[config.mk]
export PLATFORM = sky130hd
export DESIGN_NAME = int_acceptor
export DESIGN_NICKNAME = d
export VERILOG_FILES = /design/src/rtl/int_acceptor.sv
export SDC_FILE = /design/constraint.sdc
export NUM_CORES = 1
export LEC_CHECK = 0
export CORE_ASPECT_RATIO = 0.7
export CORE_UTILIZATION = 35
export CTS_CLUSTER_SIZE = 25
export DETAILED_ROUTE_END_ITERATION = 8
export MAX_ROUTING_LAYER = met4
export PLACE_DENSITY = 0.66
export RECOVER_POWER = 100
export SYNTH_ARGS = -nofsm -noshare
export SYNTH_HDL_FRONTEND = slang
export SYNTH_SLANG_ARGS = --single-unit
[constraint.sdc]
create_clock -name clk -period 2.25 [get_ports clk]
set_clock_uncertainty 0.05 [all_clocks]
set_input_delay 0.3375 -clock clk [delete_from_list [all_inputs] [get_ports clk]]
set_output_delay 0.3375 -clock clk [all_outputs]
set_load 0.01 [all_outputs]
[src/rtl/int_acceptor.sv]
// Interrupt acceptance stage: latches a device request, owns the 8080 INTE flip-flop
// (delayed EI, immediate DI) and hands the captured instruction to fetch, then pulses INTA.
module int_acceptor #(
    parameter int unsigned INSTR_W    = 24,
    parameter int unsigned DROP_W     = 8,
    parameter logic        RESET_INTE = 1'b0
) (
    input  logic               clk,
    input  logic               rst,
    input  logic               interrupt,
    input  logic [INSTR_W-1:0] interrupt_instruction,
    input  logic               ei_exec,
    input  logic               di_exec,
    input  logic               instr_boundary,
    input  logic               inject_ack,
    output logic               inte,
    output logic               int_pending,
    output logic               inject_valid,
    output logic [INSTR_W-1:0] inject_instr,
    output logic               inta,
    output logic               wake,
    output logic [DROP_W-1:0]  drop_count
);

    typedef enum logic [1:0] {
        IDLE = 2'd0,
        PEND = 2'd1,
        INJ  = 2'd2
    } state_t;

    state_t             r_state;
    state_t             w_state_nxt;
    logic               r_inte;
    logic               w_inte_nxt;
    logic               r_ei_armed;
    logic               w_ei_armed_nxt;
    logic               r_inta;
    logic               w_inta_nxt;
    logic [INSTR_W-1:0] r_instr;
    logic [INSTR_W-1:0] w_instr_nxt;
    logic [DROP_W-1:0]  r_drop;
    logic [DROP_W-1:0]  w_drop_nxt;
    logic               w_accept;
    logic               w_drop_evt;
    logic               w_pending;

    always_ff @(posedge clk or posedge rst) begin
        if (rst) begin
            r_state    <= IDLE;
            r_inte     <= RESET_INTE;
            r_ei_armed <= 1'b0;
            r_inta     <= 1'b0;
            r_instr    <= '0;
            r_drop     <= '0;
        end else begin
            r_state    <= w_state_nxt;
            r_inte     <= w_inte_nxt;
            r_ei_armed <= w_ei_armed_nxt;
            r_inta     <= w_inta_nxt;
            r_instr    <= w_instr_nxt;
            r_drop     <= w_drop_nxt;
        end
    end

    always_comb begin
        w_state_nxt    = r_state;
        w_inte_nxt     = r_inte;
        w_ei_armed_nxt = r_ei_armed;
        w_inta_nxt     = 1'b0;
        w_instr_nxt    = r_instr;
        w_drop_nxt     = r_drop;
        w_accept       = 1'b0;
        w_drop_evt     = 1'b0;

        case (r_state)
            IDLE: begin
                if (interrupt) begin
                    w_state_nxt = PEND;
                    w_instr_nxt = interrupt_instruction;
                end
            end
            PEND: begin
                // DI in the same cycle vetoes acceptance.
                if (r_inte && instr_boundary && !di_exec) begin
                    w_accept    = 1'b1;
                    w_state_nxt = INJ;
                end
                if (interrupt) begin
                    w_drop_evt = 1'b1;
                end
            end
            INJ: begin
                if (inject_ack) begin
                    w_inta_nxt = 1'b1;
                    if (interrupt) begin
                        w_state_nxt = PEND;
                        w_instr_nxt = interrupt_instruction;
                    end else begin
                        w_state_nxt = IDLE;
                    end
                end else if (interrupt) begin
                    w_drop_evt = 1'b1;
                end
            end
            default: begin
                w_state_nxt = IDLE;
            end
        endcase

        // Priority, lowest first: delayed EI takes effect, EI arms, acceptance, DI.
        if (r_ei_armed && instr_boundary) begin
            w_inte_nxt     = 1'b1;
            w_ei_armed_nxt = 1'b0;
        end
        if (ei_exec) begin
            w_ei_armed_nxt = 1'b1;
        end
        if (w_accept || di_exec) begin
            w_inte_nxt     = 1'b0;
            w_ei_armed_nxt = 1'b0;
        end

        if (w_drop_evt && (r_drop != '1)) begin
            w_drop_nxt = r_drop + DROP_W'(1);
        end
    end

    assign w_pending    = (r_state != IDLE);
    assign inte         = r_inte;
    assign int_pending  = w_pending;
    assign inject_valid = (r_state == INJ);
    assign inject_instr = r_instr;
    assign inta         = r_inta;
    assign wake         = w_pending & r_inte;
    assign drop_count   = r_drop;

endmodule

==> flow_metrics.tcl, run 1 <==
set metrics [dict create \
    dpl.hpwl_um 2665 \
    grt.total_usage 0.1554 \
    cp.required_ns 1.86 \
    dieArea_sq_mm 0.005307 \
    nets 238 \
    worstPathArrival_ns 1.78 \
    max_cap_viol_count 0 \
    seq_area_frac_synth 0.5274 \
    rsz0062_at_grt "false" \
    drc 0 \
    period_needed_ns 2.165 \
    gp_congestion 0.7931 \
    crit_path_end_kind "primary output" \
    cts_tree "built" \
    final_antenna_net_count 0 \
    antenna_found_initial 0 \
    holdWs_ns 0.4383 \
    synth_area_sq_mm 0.001755 \
    finalMaxSlewViolations 0 \
    setup_violations 0 \
    post-place-ws_ns 0.3507 \
    dr.pass1.iters 4 \
    hold_viol_final 0 \
    worst_slack_ns 0.08543 \
    worstSetupPathType "reg2out" \
    start_util 0.3651 \
    stdcell_count 270 \
    final_area_sq_mm 0.002532 \
    p_leak_nw 1.151 \
    vias_per_cell 4.589 \
    post-route-util 0.5267 \
    ios 68 \
    cts_buffer_depth 2 \
    die_x_um 86.65 \
    whs_path_depth 1 \
    setup_tns_ns 0 \
    core_area_sq_mm 0.004808 \
    p_total_mw 3.101 \
    syn_nets 163 \
    num_vias 1239 \
    grt_pass1_vias 1282 \
    hold_class "reg2reg" \
    rr_worst_depth 6 \
    power_density_mw_per_mm2 1225 \
    crit_path_start_kind "flip-flop" \
    clock-sinks 37 \
    avgSynthCellArea_sq_um 14.04 \
    status "complete, no violations" \
    grt_pass1_wl_um 5934 \
    fillers 445 \
    wl_um 3667 \
    vdd_ir_drop_max_v 0.0004648 \
    cts-root-buf "clkbuf_8" \
    yosysWarnings 0 \
    placed_cells_incl_taps 260 \
    synth_top_area_share 0.5274 \
    cts_buffers 5 \
    num_rows 21 \
    wl_per_cell_um 13.58 \
    io_buffers 67 \
    area_growth_pct 44.26 \
    path_clk_slew_ns 0.07 \
    fmax_mhz 462.0 \
    period_share 0.9620 \
    place_area_sq_mm 0.002480 \
    final_cell_mix "37 x dfrtp_1, 37 x dlygate4sd3_1, 30 x clkdlybuf4s50_1" \
    synth_seq_cells 37 \
    cts_resized 0 \
    grt-ovfl-total 0 \
    htree_levels 2 \
    relSlewSlack 0.3934 \
    grt_max_degree 38 \
    antenna_cells 0 \
    ys_types 32 \
    die_h_um 61.25 \
    drtIter0Drc 33 \
    drive_gt1_frac 0.1194 \
    cp_max_fo 4 \
    worstMarginPinSlew_ns 0.9099 \
    synth_area_leader_cell "dfrtp_1" \
    syn-instance-count 125 \
    netlist_top_cells_area "dfrtp_1 53%, mux2_4 18%, ha_1 5.0%" \
    clk_latency_ns 0.29 \
]
[critical path, stage by stage (launching register included)]
cell and delay, ns:
dfrtp_1 0.41, inv_1 0.11, ha_1 0.24, and2b_2 0.22
clkdlybuf4s50_1 0.52
[registers in the layout (all words and copies together) (netlist names)]
| name | cells |
|---|---|
| drop_count | 8 |
| inject_instr | 24 |
| inta | 1 |
| inte | 1 |
| r_ei_armed | 1 |
| r_state | 2 |
[metal layers]
metal / wire [um] / GRT usage
met4: 38 / 0.05714
met2: 1740 / 0.2551
met3: 227 / 0.04558
met5: 0 / -
met1: 1660 / 0.1853
[power by group]
part	switching, mW	total (mW)	internal (mW)
Clock	0.232	0.672	0.440
Combinational	0.571	1.30	0.731
Sequential	0.178	1.13	0.949
Total	0.981	3.10	2.12
[path summary, 6_finish.rpt]
path,start,to,slack [ns]
setup / recovery,r_state[1],wake,0.09
hold / removal,inject_instr[2],inject_instr[2],0.44
setup reg to reg,r_state[1],inject_instr[15],0.25
hold reg to reg,inject_instr[2],inject_instr[2],0.44
max in group asynchronous,rst,inject_instr[7],0.87
min in group asynchronous,rst,inject_instr[0],0.70
[Yosys cell counts]
cell,number
nor2b_1,1
o21ai_2,1
a21oi_1,5
inv_2,1
nand2b_1,2
xor2_1,3
nand3b_1,1
inv_1,4
nand2_1,7
nand3_1,3
and3_2,1
o2111ai_1,1
mux2_4,21
and2_1,2
xnor2_1,1
mux2_2,6
ha_1,7
dfrtp_1,37
nand4_1,1
nor3_1,1
nor2b_2,1
o21ai_0,2
and3_4,1
and2b_2,1
and3_1,2
o211a_1,1
a221oi_1,1
nand2_4,1
nor2_1,5
nor2b_4,1
buf_12,2
and4_2,1
[layout make-up]
| class | instances | area, sq um | area share |
|---|---|---|---|
| Clock buffer | 5 | 68.82 | 0.02717 |
| Timing Repair Buffer | 70 | 690.7 | 0.2727 |
| Sequential cell | 37 | 925.9 | 0.3656 |
| Clock inverter | 3 | 65.06 | 0.02569 |
| Multi-Input combinational cell | 81 | 676.9 | 0.2673 |
| Inverter | 5 | 18.77 | 0.007411 |
| Tap cell | 69 | 86.33 | 0.03409 |
[cell families after synthesis]
logic type | synth area share
flip-flops | 0.5274
AND/OR/NAND/NOR | 0.1105
multiplexers | 0.2181
AO/OA/AOI/OAI | 0.04063
buffers and inverters | 0.03350
adder cells (fa/ha/maj) | 0.04989
XOR/XNOR | 0.01996
[timing repair]
action | CTS | global route
setup endpoints to repair | 0 | 1
buffers inserted | 0 | 2
hold buffers | 0 | 0
Power figures use the tool's default switching activity.
==> run 2, diff against run 1 <==
--- a/config.mk
+++ b/config.mk
@@ -5,12 +5,15 @@
 export SDC_FILE = /design/constraint.sdc
 export NUM_CORES = 1
 export LEC_CHECK = 0
+export ABC_AREA = 1
+export CELL_PAD_IN_SITES_DETAIL_PLACEMENT = 1
+export CELL_PAD_IN_SITES_GLOBAL_PLACEMENT = 2
 export CORE_ASPECT_RATIO = 0.7
-export CORE_UTILIZATION = 35
+export CORE_UTILIZATION = 24
 export CTS_CLUSTER_SIZE = 25
 export DETAILED_ROUTE_END_ITERATION = 8
 export MAX_ROUTING_LAYER = met4
-export PLACE_DENSITY = 0.66
+export PLACE_DENSITY_LB_ADDON = 0.1
 export RECOVER_POWER = 100
 export SYNTH_ARGS = -nofsm -noshare
 export SYNTH_HDL_FRONTEND = slang
==> flow_metrics.tcl, run 2 <==
set metrics [dict create \
    path_clk_slew_ns 0.07 \
    grt-ovfl-total 0 \
    worstPathArrival_ns 1.73 \
    final_area_sq_mm 0.002629 \
    max_cap_viol_count 0 \
    fillers 855 \
    synth_area_sq_mm 0.001795 \
    period_needed_ns 2.115 \
    nets 326 \
    drive_gt1_frac 0.04167 \
    avgSynthCellArea_sq_um 8.274 \
    post_cts_buffers 0 \
    largest_reg_flops 24 \
    wl_per_cell_um 11.46 \
    drtIter0Drc 64 \
    p_total_mw 2.795 \
    cts_buffers 5 \
    final_cell_mix "73 x nand2_1, 42 x inv_1, 37 x dfrtp_1" \
    dpl.hpwl_um 3151 \
    stdcell_count 382 \
    seq_area_frac_synth 0.5157 \
    area_growth_pct 46.41 \
    netlist_top_cells_area "dfrtp_1 52%, nand2_1 15%, inv_1 8.8%" \
    syn_nets 255 \
    setup_violations 0 \
    num_vias 1519 \
    cp_max_fo 5 \
    place_area_sq_mm 0.002575 \
    dr.pass1.iters 4 \
    grt_pass1_wl_um 7341 \
    dieArea_sq_mm 0.007837 \
    cts-root-buf "clkbuf_8" \
    die_x_um 105.4 \
    core_area_sq_mm 0.006975 \
    whs_path_depth 2 \
    rsz0062_at_grt "false" \
    status "complete, no violations" \
    drc 0 \
    worst-path-stages 4 \
    postCtsHoldBufs 0 \
    cts_buffer_depth 2 \
    grt.total_usage 0.1250 \
    syn-instance-count 217 \
    critPathLaunch "r_state[0]" \
    fmax_mhz 472.8 \
    synth-async-reset-ratio 1.000 \
    rr_worst_depth 6 \
    worstMarginPinSlew_ns 0.9433 \
    vias_per_cell 3.976 \
    crit_top_cell "inv_1" \
    yosysWarnings 0 \
    power_density_mw_per_mm2 1063 \
    worstReg2RegStart "r_state[0]" \
    hold_viol_final 0 \
    grt_max_degree 49 \
    p_leak_nw 1.364 \
    max_stage_delay_ns 0.54 \
    die_h_um 74.37 \
    synth_area_leader_cell "dfrtp_1" \
    wl_um 4378 \
    ys_types 21 \
    io_buffers 67 \
    crit_chain "inv_1 > ha_1 > inv_1 > clkdlybuf4s50_1" \
    cts_tree "built" \
    worst-path-buf-inv 3 \
    period_share 0.9400 \
    antenna_cells 0 \
    synth_top_area_share 0.5157 \
    placed_cells_incl_taps 375 \
    cp.required_ns 1.86 \
    cp_slowest_cell "clkdlybuf4s50_1" \
    synth_common_cells "73 x nand2_1, 42 x inv_1, 37 x dfrtp_1" \
    clock-sinks 37 \
    num_rows 25 \
    start_util 0.2574 \
    antenna_found_initial 0 \
    cts_resized 0 \
    clk_latency_ns 0.28 \
    path_delay_family "buffers and inverters" \
    htree_levels 2 \
    synth_edf_count 0 \
    vdd_ir_drop_max_v 0.0003488 \
    worstSetupPathType "reg2out" \
    finalMaxSlewViolations 0 \
    synth_ff_type "dfrtp_1" \
    hold_class "reg2reg" \
    final_common_cell "nand2_1" \
    synth_seq_cells 37 \
    min_from "inject_instr[16]" \
    yosysMostFrequentCell "nand2_1" \
    ios 68 \
    crit_path_start_kind "flip-flop" \
    relSlewSlack 0.3711 \
    final_antenna_net_count 0 \
    setup_tns_ns 0 \
    grt_pass1_vias 1490 \
    gp_congestion 0.7097 \
    crit_path_end_kind "primary output" \
]
## run 2: cell types whose count changed in the layout (fill, tap and decap cells not counted), sizes merged, moves of 3 or more
cell | before | now
nor2b | 3 | 0
mux2 | 27 | 0
inv | 5 | 42
nor2 | 5 | 9
and3 | 4 | 0
nand2 | 8 | 75
o21ai | 3 | 29
clkbuf | 6 | 9
a21oi | 5 | 2
## run 2: cell families after synthesis
group | count (synthesis) | synth area share
DFF | 37 | 0.5157
and+or+nand+nor | 89 | 0.1979
AOI/OAI and AO/OA | 34 | 0.1101
xor gates and xnor gates | 3 | 0.01464
buffers and inverters | 47 | 0.1129
adders and majority gates | 7 | 0.04878
## run 2: final timing paths
path,endpoint,slack (ns)
worst max register to register,inject_instr[15],0.46
worst min-delay path,inject_instr[16],0.43
max in group asynchronous,inject_instr[16],0.83
min in group asynchronous,inject_instr[1],0.73
worst max-delay path,int_pending,0.13
worst min register to register,inject_instr[16],0.43
## run 2: through the flow
stage / setup slack, ns / hold WS, ns / utilization
finish: 0.1349 / 0.4317 / 0.3769
global route: 0.04073 / 0.4628 / 0.3769
CTS: 0.1092 / 0.4406 / 0.3815
detailed placement: 0.4254 / 0.4180 / 0.3691
global placement: 0.4432 / 0.4168 / 0.3691
floorplan: 0.7716 / 0.3914 / -
## run 2: report_power, final
part	total, mW	internal (mW)	switching, mW
registers	1.09	0.926	0.168
clock network	0.464	0.243	0.220
logic	1.24	0.602	0.636
## run 2: area by class of cell
class                      count  area (sq um)  area share
clock buffer                   7         86.33     0.03284
multi-input combinational    133         658.1      0.2504
timing repair buffer          69         683.2      0.2599
tap                           94         117.6     0.04474
inverter                      42         157.7     0.05997
sequential                    37         925.9      0.3522
## run 2: tightest hold or removal path, cell delays in order, from the launching register on
cell and delay (ns):
dfrtp_1 0.34, nand2_1 0.05, o21ai_0 0.06
## run 2: per-layer routing
| metal | track usage | vias to the layer above | routed length (um) |
|---|---|---|---|
| met4 | 0.04225 | 0 | 35 |
| met1 | 0.1781 | 693 | 2444 |
| li1 | - | 790 | - |
| met3 | 0.03155 | 2 | 175 |
| met5 | - | - | 0 |
| met2 | 0.1696 | 34 | 1723 |
==> run 3, diff against run 2 <==
--- a/config.mk
+++ b/config.mk
@@ -9,7 +9,7 @@
 export CELL_PAD_IN_SITES_DETAIL_PLACEMENT = 1
 export CELL_PAD_IN_SITES_GLOBAL_PLACEMENT = 2
 export CORE_ASPECT_RATIO = 0.7
-export CORE_UTILIZATION = 24
+export CORE_UTILIZATION = 26
 export CTS_CLUSTER_SIZE = 25
 export DETAILED_ROUTE_END_ITERATION = 8
 export MAX_ROUTING_LAYER = met4
==> constraint.sdc (replaced) <==
create_clock -name clk -period 2.6 [get_ports clk]
set_clock_uncertainty 0.05 [all_clocks]
set_input_delay 0.39 -clock clk [delete_from_list [all_inputs] [get_ports clk]]
set_output_delay 0.39 -clock clk [all_outputs]
set_load 0.01 [all_outputs]
==> flow_metrics.tcl, run 3 (synthesized netlist as in run 2, its figures left out) <==
set metrics [dict create \
    dr.pass1.iters 4 \
    dieArea_sq_mm 0.007247 \
    drive_gt1_frac 0.04844 \
    worstSetupPathType "reg2out" \
    top_usage_layer "met2" \
    cp_max_fo 5 \
    cp_slowest_cell "dlygate4sd3_1" \
    cts_tree "built" \
    status "complete, no violations" \
    switching_share 0.3856 \
    p_total_mw 2.451 \
    grt.total_usage 0.1455 \
    worstPathArrival_ns 1.81 \
    hold_class "reg2reg" \
    crit_path_start_kind "flip-flop" \
    cts-root-buf "clkbuf_8" \
    cts_buffer_depth 2 \
    fmax_mhz 443.8 \
    nets 326 \
    final_common_cell "nand2_1" \
    postCtsHoldBufs 0 \
    drtIter0Drc 38 \
    period_share 0.8667 \
    power_switching_uw 945.0 \
    grt_max_degree 49 \
    grt_pass1_vias 1598 \
    period_needed_ns 2.253 \
    power_frac_seq 0.388 \
    ios 68 \
    globalRouteMet1Util 0.1879 \
    p_comb_frac 0.440 \
    setup_violations 0 \
    core_area_sq_mm 0.006456 \
    wl_per_cell_um 12.00 \
    hold_viol_final 0 \
    vias_per_cell 4.039 \
    num_rows 24 \
    rsz0062_at_grt "false" \
    clock-sinks 37 \
    setup_tns_ns 0 \
    cts_resized 0 \
    cp.required_ns 2.16 \
    met3_usage 0.05268 \
    clk_latency_ns 0.30 \
    path_clk_slew_ns 0.08 \
    cts_buffers 5 \
    die_h_um 71.53 \
    num_vias 1535 \
    max_cap_viol_count 0 \
    gp_congestion 0.7207 \
    max_stage_delay_ns 0.60 \
    post_cts_buffers 0 \
    worstMarginPinSlew_ns 0.9606 \
    area_growth_pct 46.27 \
    drc 0 \
    crit_chain "inv_1 > ha_1 > nor2_1 > dlygate4sd3_1" \
    p_leak_nw 1.367 \
    finalMaxSlewViolations 0 \
    dpl.hpwl_um 3310 \
    grtUsageMet2 0.2063 \
    fillers 804 \
    wl_um 4561 \
    antenna_cells 0 \
    relSlewSlack 0.3596 \
    power.internal_mw 1.506 \
    grt_pass1_wl_um 7728 \
    grt-ovfl-total 0 \
    whs_path_depth 2 \
    rr_worst_depth 6 \
    final_cell_mix "73 x nand2_1, 42 x inv_1, 38 x dlygate4sd3_1" \
    power_density_mw_per_mm2 933.1 \
    io_buffers 67 \
    htree_levels 2 \
    crit_path_end_kind "primary output" \
    die_x_um 101.3 \
    p_clk_frac 0.172 \
    vdd_ir_drop_max_v 0.0003319 \
    start_util 0.2781 \
    largest_reg_flops 24 \
    antenna_found_initial 0 \
    final_antenna_net_count 0 \
]
-- run 3: changes by cell type in the layout (fill, tap and decap cells not counted), sizes merged --
cell and change:
clkbuf -2, clkdlybuf4s50 -2, clkinv +1, clkinvlp +1
dlygate4sd3 +2, inv +1
-- run 3: per-stage QoR --
| step | setup WS, ns | instance area (sq um) | util | hold slack [ns] | std cells |
|---|---|---|---|---|---|
| 4_1_cts | 0.3725 | 2649 | 0.4103 | 0.4475 | 380 |
| 3_3_place_gp | 0.7392 | 2559 | 0.3963 | 0.4162 | 372 |
| 5_1_grt | 0.2335 | 2626 | 0.4068 | 0.4680 | 380 |
| 3_5_place_dp | 0.7096 | 2559 | 0.3963 | 0.4272 | 372 |
| 2_1_floorplan | 1.122 | 1795 | - | 0.4439 | 217 |
| 6_report | 0.3467 | 2626 | 0.4068 | 0.4339 | 380 |
-- run 3: power by group through the flow --
stage          registers (mW)  logic [mW]  clock network, mW
6_report                0.951        1.08              0.422
4_1_cts                 0.965        1.22              0.445
3_3_place_gp            0.975        1.19                  0
2_1_floorplan            1.05       0.505                  0
5_1_grt                 0.989        1.22              0.461
3_5_place_dp            0.967        1.22                  0
-- run 3: area by class of cell --
class,count,area (sq um),share of cell area
inverter,42,157.7,0.06003
multi-input combinational,133,658.1,0.2506
tap,91,113.9,0.04335
timing repair buffer,69,680.7,0.2592
sequential,37,925.9,0.3525
clock inverter,3,21.27,0.008099
clock buffer,5,68.82,0.02620
-- run 3: layer usage --
layer	wire length [um]	up-vias
met5	0	-
met4	65	0
met3	293	5
met2	1890	39
met1	2312	703
li1	-	788
-- run 3: critical path: cells and delay by family (launching register included) --
kind,cells,cell delay (ns)
adders and majority gates,1,0.27
buffers and inverters,2,0.71
DFF,1,0.42
and+or+nand+nor,1,0.12
-- run 3: final timing paths --
check                                  from          endpoint  slack (ns)
setup / recovery                 r_state[0]              wake        0.35
max in group asynchronous               rst        r_state[0]        1.14
setup reg to reg                 r_state[0]   inject_instr[9]        0.52
min in group asynchronous               rst     drop_count[4]        0.77
hold / removal             inject_instr[12]  inject_instr[12]        0.43
hold reg to reg            inject_instr[12]  inject_instr[12]        0.43
